===== src/rtl/wb_initiator.sv =====
// Single-outstanding Wishbone classic initiator: one request in, one bus cycle out, one response back.
// Bus cycles end on ack, err or a wait-count timeout. A zero byte-lane mask is answered without touching the bus.
module wb_initiator #(
    parameter int unsigned TIMEOUT_CYCLES = 255
) (
    input  logic        clk,
    input  logic        rst,
    input  logic        req_valid,
    output logic        req_ready,
    input  logic [31:0] req_addr,
    input  logic [31:0] req_wdata,
    input  logic        req_we,
    input  logic [3:0]  req_sel,
    output logic        rsp_valid,
    input  logic        rsp_ready,
    output logic [31:0] rsp_rdata,
    output logic        rsp_err,
    output logic        rsp_timeout,
    output logic [31:0] wb_adr_o,
    output logic [31:0] wb_dat_o,
    output logic        wb_we_o,
    output logic [3:0]  wb_sel_o,
    output logic        wb_cyc_o,
    output logic        wb_stb_o,
    input  logic [31:0] wb_dat_i,
    input  logic        wb_ack_i,
    input  logic        wb_err_i,
    output logic        busy
);
    typedef enum logic [1:0] {IDLE, BUS, RESP} state_t;

    // The counter is compared before incrementing, so the bus is released on the
    // edge where the count would reach TIMEOUT_CYCLES.
    localparam logic [15:0] LAST_WAIT = 16'(TIMEOUT_CYCLES - 1);

    state_t      state;
    logic [15:0] wait_cnt;

    // Gated by rst so the handshake is refused while reset is held.
    assign req_ready = (state == IDLE) && !rst;
    assign busy      = (state != IDLE);

    always_ff @(posedge clk or posedge rst) begin
        if (rst) begin
            state       <= IDLE;
            wait_cnt    <= '0;
            wb_adr_o    <= '0;
            wb_dat_o    <= '0;
            wb_we_o     <= 1'b0;
            wb_sel_o    <= '0;
            wb_cyc_o    <= 1'b0;
            wb_stb_o    <= 1'b0;
            rsp_valid   <= 1'b0;
            rsp_rdata   <= '0;
            rsp_err     <= 1'b0;
            rsp_timeout <= 1'b0;
        end else begin
            case (state)
                IDLE: begin
                    if (req_valid && req_ready) begin
                        wb_adr_o <= req_addr;
                        wb_dat_o <= req_wdata;
                        wb_we_o  <= req_we;
                        wb_sel_o <= req_sel;
                        wait_cnt <= '0;
                        if (req_sel == 4'b0000) begin
                            // Nothing to transfer: writes succeed trivially, reads cannot.
                            state       <= RESP;
                            rsp_valid   <= 1'b1;
                            rsp_rdata   <= '0;
                            rsp_err     <= !req_we;
                            rsp_timeout <= 1'b0;
                        end else begin
                            state    <= BUS;
                            wb_cyc_o <= 1'b1;
                            wb_stb_o <= 1'b1;
                        end
                    end
                end
                BUS: begin
                    if (wb_err_i || wb_ack_i || (wait_cnt == LAST_WAIT)) begin
                        state       <= RESP;
                        wb_cyc_o    <= 1'b0;
                        wb_stb_o    <= 1'b0;
                        rsp_valid   <= 1'b1;
                        rsp_err     <= wb_err_i || !wb_ack_i;
                        rsp_timeout <= !wb_err_i && !wb_ack_i;
                        rsp_rdata   <= (wb_ack_i && !wb_err_i && !wb_we_o) ? wb_dat_i : 32'h0;
                    end else begin
                        wait_cnt <= wait_cnt + 16'd1;
                    end
                end
                RESP: begin
                    if (rsp_ready) begin
                        state     <= IDLE;
                        rsp_valid <= 1'b0;
                    end
                end
                default: state <= IDLE;
            endcase
        end
    end
endmodule


===== config.mk =====
export PLATFORM = sky130hd
export DESIGN_NAME = wb_initiator
export DESIGN_NICKNAME = d
export VERILOG_FILES = /design/src/rtl/wb_initiator.sv
export SDC_FILE = /design/constraint.sdc
export NUM_CORES = 1
export LEC_CHECK = 0
export CAP_MARGIN = 20
export CORE_ASPECT_RATIO = 0.9
export CORE_MARGIN = 4
export CORE_UTILIZATION = 42
export CTS_CLUSTER_SIZE = 16
export DETAILED_ROUTE_END_ITERATION = 12
export PLACE_DENSITY = 0.82
export SYNTH_ARGS = -nofsm -noshare
export SYNTH_HDL_FRONTEND = slang
export SYNTH_SLANG_ARGS = --single-unit

===== constraint.sdc =====
create_clock -name clk -period 5.2 [get_ports clk]
set_input_delay 0.52 -clock clk [delete_from_list [all_inputs] [get_ports clk]]
set_output_delay 0.52 -clock clk [all_outputs]
set_load 0.02 [all_outputs]

* Word-level counts from Yosys, hierarchy flattened
Index checks and enable logic that the tools add are counted.
** Word-level totals
- Output and inout bits :: 108
- Bits in read-only memories :: 0
- Bits in latches :: 0
- Logic and storage cells :: 75
- Input port bits :: 107
- Flip-flop bits (word level) :: 123
- Memories :: 0
- Memory bits (writable) :: 0
** Operators by class
- Multipliers :: 0
- Reduce and logical (&&, ||, !) cells :: 24
- Bitwise logic cells :: 0
- Magnitude comparators :: 0
- Shift operators :: 0
- Multiplexer cells :: 30
- $add $sub $neg :: 1
- Div/mod/pow operators :: 0
- Eq/ne operators :: 9
** Operator list (number)
- 32-bit two-way mux :: 4
- 32-bit one-hot mux with 2 select lines :: 1
- 16-bit two-way mux :: 2
- 16-bit one-hot mux with 2 select lines :: 1
- 16-bit by 1-bit adder with 16-bit output, second input constant :: 1
- 16-bit by 8-bit == test with 1-bit output, second input constant :: 1
- 1-bit two-way mux :: 13
- 2-bit two-way mux :: 4
- 2-bit inequality test, second input constant :: 4
- 4-bit AND reduction :: 2
- 1-bit one-hot mux with 2 select lines :: 3
- 2-bit one-hot mux with 3 select lines :: 1
- 3-bit AND reduction :: 2
- 1-bit logical AND :: 5
- 1-bit zero test :: 5
- 5-bit AND reduction :: 1
- 4-bit zero test :: 1
- 2-bit by 1-bit inequality test with 1-bit output, second input constant :: 2
- 2-bit nonzero test :: 2
- 1-bit logical OR :: 3
- 1-bit one-hot mux with 3 select lines :: 1
- 3-bit nonzero test :: 1
- 2-bit by 1-bit == test with 1-bit output, second input constant :: 1
- 2-bit == test, second input constant :: 1
- 2 further kinds :: 2

* Longest topological paths before layout
Gate-level depths: netlist of the first run.
- Depth in word-level cells :: 6
- Mapped depth :: 8
- Mapped depth without buffers :: 7

* Least setup slack after synthesis of the first run
Ideal clock, no wire load.
- Path type :: input port to flip-flop
- From :: input rst
- To :: register wb_sel_o[0]
- Arrival time :: 4.269 ns
- Library setup time :: 0.118 ns
- Cell stages on the path :: 6
- Setup slack :: 0.813 ns
- Path buffers :: 2
- Required time :: 5.082 ns
- Path through :: inv_1 > nand3b_1 > clkbuf_1 > buf_1 > nand2_1 > nand2_1
** Between the ends
- Cells in the longest elaborated chain, start to end :: 4
** Ends and longest elaborated chain
- start, declared :: line 7 : input logic rst,
- 1-bit zero test (no line)
- 1-bit logical AND :: line 40 : assign req_ready = (state == IDLE) && !rst;
- 1-bit logical AND :: line 60 : if (req_valid && req_ready) begin
- 2-bit AND reduction (no line)
- end signal, assigned :: line 64 : wb_sel_o <= req_sel;
- end, declared :: line 22 : output logic [3:0] wb_sel_o,
No other way between the ends.
A chain may end at the register's enable or synchronous reset.

* Final worst setup path of the first run
- From :: register wait_cnt[0]
- To :: register rsp_err
** Between the ends
- Cells in the longest elaborated chain, start to end :: 4
** Ends and longest elaborated chain
- start, declared :: line 37 : logic [15:0] wait_cnt;
- start signal, assigned :: line 90 : wait_cnt <= wait_cnt + 16'd1;
- 16-bit by 8-bit == test with 1-bit output :: line 81 : if (wb_err_i || wb_ack_i || (wait_cnt == LAST_WAIT)) begin
- 1-bit logical OR :: line 81
- 2-bit inequality test (no line)
- 4-bit AND reduction (no line)
- end signal, assigned :: line 71 : rsp_err <= !req_we;
- end signal, assigned :: line 86 : rsp_err <= wb_err_i || !wb_ack_i;
- end, declared :: line 17 : output logic rsp_err,
No other way between the ends.

==> results of run 1 <==
area by class of cell:
type | count | area share [%]
clock buffers | 28 | 6.81
clock inverters | 1 | 0.388
inverters | 2 | 0.129
multi-input cells | 335 | 21.8
flip-flops and latches | 123 | 39.8
well taps | 156 | 2.52
repair buffers | 220 | 28.5
cells in the final DEF (no fill, tap or decap), types with 2 or more instances in the layout:
cell type	n
nand2_1	215
clkdlybuf4s50_1	214
dfrtp_1	123
a22o_1	32
clkbuf_16	17
nor2_1	11
nand4_1	9
o21ai_0	9
nand3_1	7
a21oi_1	7
xor2_1	6
clkbuf_8	6
clkbuf_1	5
buf_4	5
and4_1	3
nand2b_1	2
nor2b_1	2
nor3_1	2
o211ai_1	2
o31ai_1	2
mux2i_1	2
nor2_2	2
a31oi_1	2
ha_1	2
worst max-delay path, delay by kind of cell (launching register included):
kind	cells	cell delay (ns)
compound gates	1	0.70
fa+ha+maj	1	0.14
buf+inv	2	0.37
flops	1	0.44
simple gates	3	0.76
mux	1	0.28
Yosys cell counts, drive strengths merged (2+ instances only):
master,instances,area share (%)
a21oi,7,0.72
a22o,32,5.7
a31oi,2,0.26
and4,3,0.54
buf,9,1.0
clkbuf,16,1.2
dfrtp,123,63
ha,2,0.51
inv,2,0.15
mux2i,2,0.41
nand2,215,17
nand2b,2,0.26
nand3,7,0.72
nand4,9,1.2
nor2,13,1.1
nor2b,2,0.26
nor3,3,0.31
nor4,2,0.56
nor4b,2,0.67
o211ai,2,0.31
o21ai,10,1.0
o31ai,2,0.31
xor2,6,1.1
per-stage QoR:
step           hold slack [ns]  cell area [um2]
3_5_place_dp             0.461             7150
5_1_grt                  0.495             7730
3_3_place_gp             0.457             7150
6_report                 0.469             7730
2_1_floorplan            0.458             4880
4_1_cts                  0.473             7710
power breakdown:
part           total (mW)  internal [mW]  leakage [nW]  switching (mW)
logic                1.40          0.675          1.76           0.721
registers            1.40           1.23          1.59           0.169
clock network        1.10          0.726         0.273           0.374
total                3.89           2.63          3.62            1.26
kinds of logic (layout without fill, tap and decap cells):
| family | after synthesis | count (layout) | share of synthesized area, % |
|---|---|---|---|
| AOI/OAI and AO/OA | 57 | 57 | 8.70 |
| adders and majority gates | 2 | 2 | 0.513 |
| and+or+nand+nor | 266 | 266 | 23.4 |
| xor gates and xnor gates | 7 | 7 | 1.26 |
| DFF | 123 | 123 | 63.1 |
| muxes | 3 | 3 | 0.641 |
| buffers and inverters | 27 | 251 | 2.41 |
worst paths after layout:
path                         startpoint           end  slack, ns  cells past startpoint
min in group asynchronous           rst   wb_sel_o[0]       0.66                      2
max reg2reg                 wait_cnt[0]       rsp_err       2.40                      8
max in group asynchronous           rst  wb_dat_o[27]       3.19                      3
min reg2reg                wb_adr_o[12]  wb_adr_o[12]       0.47                      2
min                        wb_adr_o[12]  wb_adr_o[12]       0.47                      2
max                         wait_cnt[0]       rsp_err       2.40                      8
registers in the layout, summed over array words and instances (netlist names):
register and flops:
rsp_err 1, rsp_rdata 32, rsp_timeout 1, rsp_valid 1, state 2, wait_cnt 16
wb_adr_o 32, wb_dat_o 32, wb_sel_o 4, wb_stb_o 1, wb_we_o 1
layer usage:
layer	vias to the layer above	part of all wire (%)	routed length [um]	global-route usage [%]
met4	0	2.0	275	8.00
met5	-	0	0	0
met3	23	8.9	1210	7.81
li1	2029	-	-	-
met1	2017	41	5610	25.9
met2	173	48	6570	32.7
==> flow_metrics.py, run 1 <==
metrics = {
    "status": {
        "status": "completed",
    },
    "die": {
        "ioPinCount": 215,
        "die_w_um": 122,
        "row_count": 37,
        "initial_core_util_pct": 42.8,
        "core_mm2": 0.0114,
        "die_area_mm2": 0.0134,
        "die_h_um": 110,
    },
    "power_and_ir_drop": {
        "p_leak_nw": 3.62,
        "power_mw": 3.89,
        "ir_worst_vdd_mv": 0.377,
        "p_per_area_mw_per_mm2": 504,
    },
    "sta": {
        "rsz0062_at_grt": "no",
        "skew_ns": 0.00488,
        "max-slew-margin-rel_pct": 38.3,
        "setup_ws_ns": 2.40,
        "finalCritPeriodShare_pct": 53.8,
        "setup-violations-final": 0,
        "min_period_ns": 2.80,
        "hold_viol": 0,
        "worstMarginPinSlew_ns": 0.925,
        "max_freq_mhz": 357,
        "setup_tns_ns": 0,
        "drv_slew": 0,
    },
    "synthesis": {
        "yosysWarnings": 0,
        "synth_edf_count": 0,
        "synth_seq_cells": 123,
        "syn_inst": 485,
        "synth_ff_type": "dfrtp_1",
        "synth_cell_types": 42,
        "ys_seq_area_share_pct": 63.1,
        "async_flop_share_pct": 100,
        "syn-cell-area_mm2": 0.00488,
        "syn-num-nets": 594,
        "syn_area_per_cell_um2": 10.1,
    },
    "clock_tree": {
        "cts_made_buffers": 17,
        "insertion_delay_ns": 0.40,
        "root_buffer": "clkbuf_16",
        "h-tree-depth": 4,
        "ctsResizeCount": 0,
        "cts_sinks": 123,
        "clk_pin_slew_ns": 0.05,
        "hold_buffers": 0,
        "cts_buffer_depth": 2,
        "post-cts-setup-buffers": 0,
        "cts_tree": "built",
    },
    "cells_and_area": {
        "areaGrowthSynthToFinish_pct": 58.6,
        "multi_input_area_mm2": 0.00169,
        "drive_above_1_share_pct": 5.50,
        "nets": 808,
        "layout.cells.non_filler": 865,
        "post-route-util_pct": 67.9,
        "seq_area_mm2": 0.00308,
        "nFillCells": 855,
        "diodes": 0,
    },
    "flow_run": {
        "drv_cap": 0,
    },
    "routing": {
        "drc": 0,
        "dr.first_iter.drc_count": 297,
        "wl_per_cell_um": 15.8,
        "antenna_left": 0,
        "vias": 4242,
        "routed_wl_mm": 13.7,
        "dr.pass1.iters": 4,
        "viasPerCell": 4.90,
    },
    "placed_design": {
        "port-buffer-count": 214,
        "place_ws_ns": 1.82,
        "hpwl_mm": 9.64,
        "gp_congestion": 0.776,
        "dp_cells": 835,
    },
    "worst_setup_path": {
        "crit_type": "reg -> reg",
        "cp_max_fo": 30,
        "max_stage_delay_ns": 0.70,
        "critPathLaunchType": "register",
        "cp_slowest_cell": "o21ai_1",
        "worst_setup_path_end_kind": "register",
        "crit_arrival_ns": 3.09,
        "cp_cell_sequence": "inv_1 -> ha_1 -> nor2b_1 -> nand4_1 -> o21ai_1 -> nand2_1 -> buf_16 -> mux2_2",
        "required_ns": 5.49,
    },
    "worst_hold_path": {
        "min_path_type": "reg -> reg",
    },
    "grt": {
        "grt_overflow": 0,
        "grtUsageTotal_pct": 20.6,
        "grt_max_degree": 79,
        "grt_pass1_vias": 4319,
        "antenna_found_initial": 0,
        "grt_pass1_wl_mm": 21.6,
    },
}
No activity file was read; power rests on OpenSTA's default activity.
==> run 2, diff against run 1 <==
==> constraint.sdc (replaced) <==
create_clock -name clk -period 2.9 [get_ports clk]
set_input_delay 0.29 -clock clk [delete_from_list [all_inputs] [get_ports clk]]
set_output_delay 0.29 -clock clk [all_outputs]
set_load 0.02 [all_outputs]
==> run 2 against run 1 <==
Effect of this change:
- sequential share of layout area down 0.21 points
- combinational power increased by 79%
- power up 82%
- non-clock buffer count is 2 higher
- design area is 0.53% higher
- hold slack got worse by 0.060 ns
- register-to-register slack worse by 1.7 ns
- global-route usage up 0.53 points
- critical path depth fell by 5
- worst setup slack lost 1.8 ns
- first-iteration DRC count decreased by 19%
- via count grew 1.7%
==> flow_metrics.py, run 2 (synthesized netlist as in run 1, its figures left out) <==
metrics = {
    "die": {
        "row_count": 37,
        "die_area_mm2": 0.0134,
        "die_h_um": 110,
        "core_mm2": 0.0114,
        "ioPinCount": 215,
        "initial_core_util_pct": 42.8,
        "die_w_um": 122,
    },
    "worst_setup_path": {
        "crit_arrival_ns": 1.96,
        "crit_type": "reg -> out",
        "worst_setup_path_end_kind": "output port",
        "critPathLaunchType": "register",
        "required_ns": 2.61,
        "reg2reg_slack_ns": 0.69,
        "r2r_cells": 5,
        "cp_max_fo": 9,
    },
    "sta": {
        "drv_slew": 0,
        "skew_ns": 0.00686,
        "hold_viol": 0,
        "whs_ns": 0.409,
        "rsz0062_at_grt": "no",
        "min_period_ns": 2.25,
        "setup-violations-final": 0,
        "max-slew-margin-rel_pct": 47.2,
        "setup_tns_ns": 0,
        "max_freq_mhz": 444,
        "finalCritPeriodShare_pct": 77.7,
        "worstMarginPinSlew_ns": 0.792,
    },
    "clock_tree": {
        "cts_sinks": 123,
        "hold_buffers": 0,
        "root_buffer": "clkbuf_16",
        "h-tree-depth": 4,
        "insertion_delay_ns": 0.41,
        "cts_buffer_depth": 2,
        "post-cts-setup-buffers": 0,
        "clk_pin_slew_ns": 0.06,
        "ctsResizeCount": 0,
        "cts_made_buffers": 17,
        "cts_tree": "built",
    },
    "cells_and_area": {
        "drive_above_1_share_pct": 6.86,
        "areaGrowthSynthToFinish_pct": 59.4,
        "top_regs": "rsp_rdata x32, wb_adr_o x32, wb_dat_o x32",
        "final_cell_mix": "215 x nand2_1, 214 x clkdlybuf4s50_1, 123 x dfrtp_1",
        "diodes": 0,
        "final_common_cell": "nand2_1",
        "nets": 810,
        "post-route-util_pct": 68.3,
    },
    "status": {
        "status": "completed",
    },
    "power_and_ir_drop": {
        "p_sw_mw": 2.41,
        "power_mw": 7.09,
        "p_leak_nw": 3.62,
        "clockPowerShare_pct": 29.4,
        "switching_share_pct": 34.0,
        "ir_worst_vdd_mv": 0.594,
        "p_per_area_mw_per_mm2": 912,
        "pwr-share-comb_pct": 35.2,
        "p_seq_share_pct": 35.4,
        "internal_power_mw": 4.68,
    },
    "grt": {
        "grt_pass1_wl_mm": 22.1,
        "grt_overflow": 0,
        "grtUsageTotal_pct": 21.2,
        "antenna_found_initial": 0,
        "grt_max_degree": 124,
        "grt_pass1_vias": 4383,
    },
    "placed_design": {
        "port-buffer-count": 214,
        "hpwl_mm": 9.79,
        "gp_congestion": 0.771,
    },
    "routing": {
        "wl_per_cell_um": 16.2,
        "dr.pass1.iters": 4,
        "dr.first_iter.drc_count": 241,
        "drc": 0,
        "antenna_left": 0,
        "vias": 4314,
        "routed_wl_mm": 14.1,
        "viasPerCell": 4.96,
    },
    "worst_hold_path": {
        "min_path_type": "in -> reg",
        "min_path_cells": 3,
    },
    "flow_run": {
        "drv_cap": 0,
    },
}
-- run 2: critical path, cell delays in order, from the launching register on --
cell and delay [ns]:
dfrtp_1 0.49, or2_2 0.35, nor2_1 0.09, clkdlybuf4s50_1 0.62
-- run 2: path summary, 6_finish.rpt --
check | start | endpoint
min reg2reg | wb_dat_o[3] | wb_dat_o[3]
min | req_wdata[26] | wb_dat_o[26]
max in group asynchronous | rst | wb_adr_o[11]
min in group asynchronous | rst | rsp_valid
max | state[1] | req_ready
max reg2reg | state[1] | rsp_err
-- run 2: power groups by stage --
stage                     logic, mW  registers (mW)  clock network, mW
after global placement         2.46            2.50                  0
after CTS                      2.53            2.51               2.13
after global routing           2.67            2.58               2.22
after detailed placement       2.51            2.53                  0
final                          2.50            2.51               2.09
after floorplan               0.604            3.08                  0
-- run 2: metal layers --
layer	track usage, %	routed length [um]	vias to the layer above
met2	34.3	6830	165
met1	24.9	5630	2091
met5	0	0	-
met3	9.74	1380	21
li1	-	-	2037
met4	8.00	280	0
-- run 2: cell type report --
type	count	area, um2
Multi-Input combinational cell	335	1690
Timing Repair Buffer	222	2210
Clock buffer	17	425
Tap cell	156	195
Sequential cell	123	3080
Inverter	2	11.3
Clock inverter	15	164
Fill cell	854	3610
-- run 2: per-stage QoR --
stage	cells	instance area, um2	setup WS (ns)
3_5_place_dp	838	7190	0.535
4_1_cts	870	7770	0.631
3_3_place_gp	838	7190	0.628
2_1_floorplan	485	4910	-0.293
5_1_grt	870	7770	0.468
6_report	870	7770	0.647
==> run 3, diff against run 2 <==
==> constraint.sdc (replaced) <==
create_clock -name clk -period 2.2 [get_ports clk]
set_input_delay 0.22 -clock clk [delete_from_list [all_inputs] [get_ports clk]]
set_output_delay 0.22 -clock clk [all_outputs]
set_load 0.02 [all_outputs]
==> run 3 against run 2 <==
Effect of this change:
- worst setup slack worse by 0.47 ns
- clock power rose by 35%
- power is 33% higher
- clock-buffer cell count rose by 3
- sequential cell count unchanged
- global-route usage shrank 0.28 points
- clock skew fell by 0.0019 ns
- utilization increased by 0.75 points
- sequential power is 31% higher
- critical endpoint is now busy
- largest cell class unchanged
- combinational power up 32%
- largest power group is now combinational logic
- hold slack lost 0.071 ns
==> flow_metrics.py, run 3 (synthesized netlist as in run 1, its figures left out) <==
metrics = {
    "power_and_ir_drop": {
        "switching_share_pct": 32.6,
        "p_leak_nw": 3.69,
        "p_sw_mw": 3.08,
        "internal_power_mw": 6.37,
        "ir_worst_vdd_mv": 0.811,
        "power_mw": 9.45,
        "pwr-share-comb_pct": 35.1,
        "p_seq_share_pct": 34.9,
        "p_per_area_mw_per_mm2": 1200,
        "clockPowerShare_pct": 30.0,
    },
    "worst_setup_path": {
        "cp_max_fo": 9,
        "crit_arrival_ns": 1.81,
        "critPathLaunchType": "register",
        "required_ns": 1.98,
        "worst_setup_path_end_kind": "output port",
        "crit_type": "reg -> out",
    },
    "sta": {
        "min_period_ns": 2.03,
        "max-slew-margin-rel_pct": 62.9,
        "finalCritPeriodShare_pct": 92.1,
        "skew_ns": 0.00496,
        "setup-violations-final": 0,
        "whs_ns": 0.338,
        "max_freq_mhz": 494,
        "rsz0062_at_grt": "no",
        "drv_slew": 0,
        "hold_viol": 0,
        "setup_ws_ns": 0.174,
        "worstMarginPinSlew_ns": 0.549,
    },
    "clock_tree": {
        "cts_made_buffers": 17,
        "post-cts-setup-buffers": 0,
        "cts_sinks": 123,
        "cts_tree": "built",
        "h-tree-depth": 4,
        "root_buffer": "clkbuf_16",
        "clk_pin_slew_ns": 0.05,
        "insertion_delay_ns": 0.41,
        "cts_buffer_depth": 2,
    },
    "routing": {
        "vias": 4307,
        "antenna_left": 0,
        "drc": 0,
        "dr.first_iter.drc_count": 269,
        "dr.pass1.iters": 4,
        "viasPerCell": 4.93,
        "routed_wl_mm": 13.9,
        "wl_per_cell_um": 15.9,
    },
    "placed_design": {
        "hpwl_mm": 9.64,
        "place_ws_ns": 0.0596,
        "gp_congestion": 0.770,
        "port-buffer-count": 214,
    },
    "grt": {
        "grt_pass1_wl_mm": 21.6,
        "grt_max_degree": 95,
        "antenna_found_initial": 0,
        "grt_pass1_vias": 4355,
        "grtUsageTotal_pct": 20.9,
        "grt_overflow": 0,
    },
    "cells_and_area": {
        "post-route-util_pct": 69.0,
        "top_regs": "rsp_rdata x32, wb_adr_o x32, wb_dat_o x32",
        "drive_above_1_share_pct": 7.39,
        "final_cell_mix": "215 x nand2_1, 213 x clkdlybuf4s50_1, 123 x dfrtp_1",
        "diodes": 0,
        "areaGrowthSynthToFinish_pct": 61.2,
        "nFillCells": 840,
        "nets": 813,
        "final_common_cell": "nand2_1",
    },
    "worst_hold_path": {
        "min_path_type": "in -> reg",
    },
    "die": {
        "die_h_um": 110,
        "die_w_um": 122,
        "core_mm2": 0.0114,
        "initial_core_util_pct": 42.8,
        "row_count": 37,
        "ioPinCount": 215,
        "die_area_mm2": 0.0134,
    },
    "flow_run": {
        "drv_cap": 0,
    },
    "status": {
        "status": "completed",
    },
}
==> run 3: worst paths after layout <==
| path | to | startpoint | cells after the start | slack, ns |
|---|---|---|---|---|
| max in group asynchronous | wb_dat_o[10] | rst | 3 | 1.35 |
| hold reg to reg | wb_dat_o[3] | wb_dat_o[3] | 2 | 0.46 |
| setup reg to reg | rsp_rdata[0] | wait_cnt[1] | 7 | 0.19 |
| min in group asynchronous | rsp_valid | rst | 3 | 0.44 |
| hold / removal | wb_dat_o[31] | req_wdata[31] | 3 | 0.34 |
| setup / recovery | busy | state[1] | 2 | 0.17 |
==> run 3: critical path, stage by stage (launching register included) <==
cell             delay (ns)
dfrtp_1                0.49
or2_2                  0.34
clkdlybuf4s50_1        0.56
==> run 3: metrics by stage <==
step	std cells	area [um2]	setup TNS [ns]
global route	873	7860	0
floorplan	485	4910	-69.90
global placement	841	7250	0
detailed placement	841	7250	0
CTS	873	7860	0
finish	873	7860	0
==> run 3: power by group through the flow <==
stage | registers, mW | clock network [mW] | logic (mW)
floorplan | 4.06 | 0 | 0.796
global placement | 3.29 | 0 | 3.28
detailed placement | 3.32 | 0 | 3.34
CTS | 3.30 | 2.90 | 3.36
global route | 3.39 | 3.01 | 3.54
finish | 3.30 | 2.83 | 3.31
==> run 3: final cells by class <==
cell class	instances	area [um2]	share of cell area, %
Sequential cell	123	3080	39.2
Timing Repair Buffer	225	2270	28.9
Multi-Input combinational cell	335	1690	21.5
Clock buffer	20	467	5.94
Tap cell	156	195	2.48
Clock inverter	12	145	1.85
Inverter	2	11.3	0.143
==> run 3: timing repair <==
item	4_1_cts	5_1_grt
setup endpoints to repair	1	32
pin swaps	0	1
hold buffers	0	0
resized for setup	1	1
==> run 3: routing by layer <==
| metal | share of wire (%) | GRT usage [%] | wire, um | vias up |
|---|---|---|---|---|
| li1 | - | - | - | 2040 |
| met1 | 41 | 25.2 | 5640 | 2059 |
| met2 | 48 | 32.9 | 6600 | 183 |
| met3 | 9.6 | 9.59 | 1340 | 25 |
| met4 | 2.0 | 8.24 | 272 | 0 |
| met5 | 0 | 0 | 0 | - |
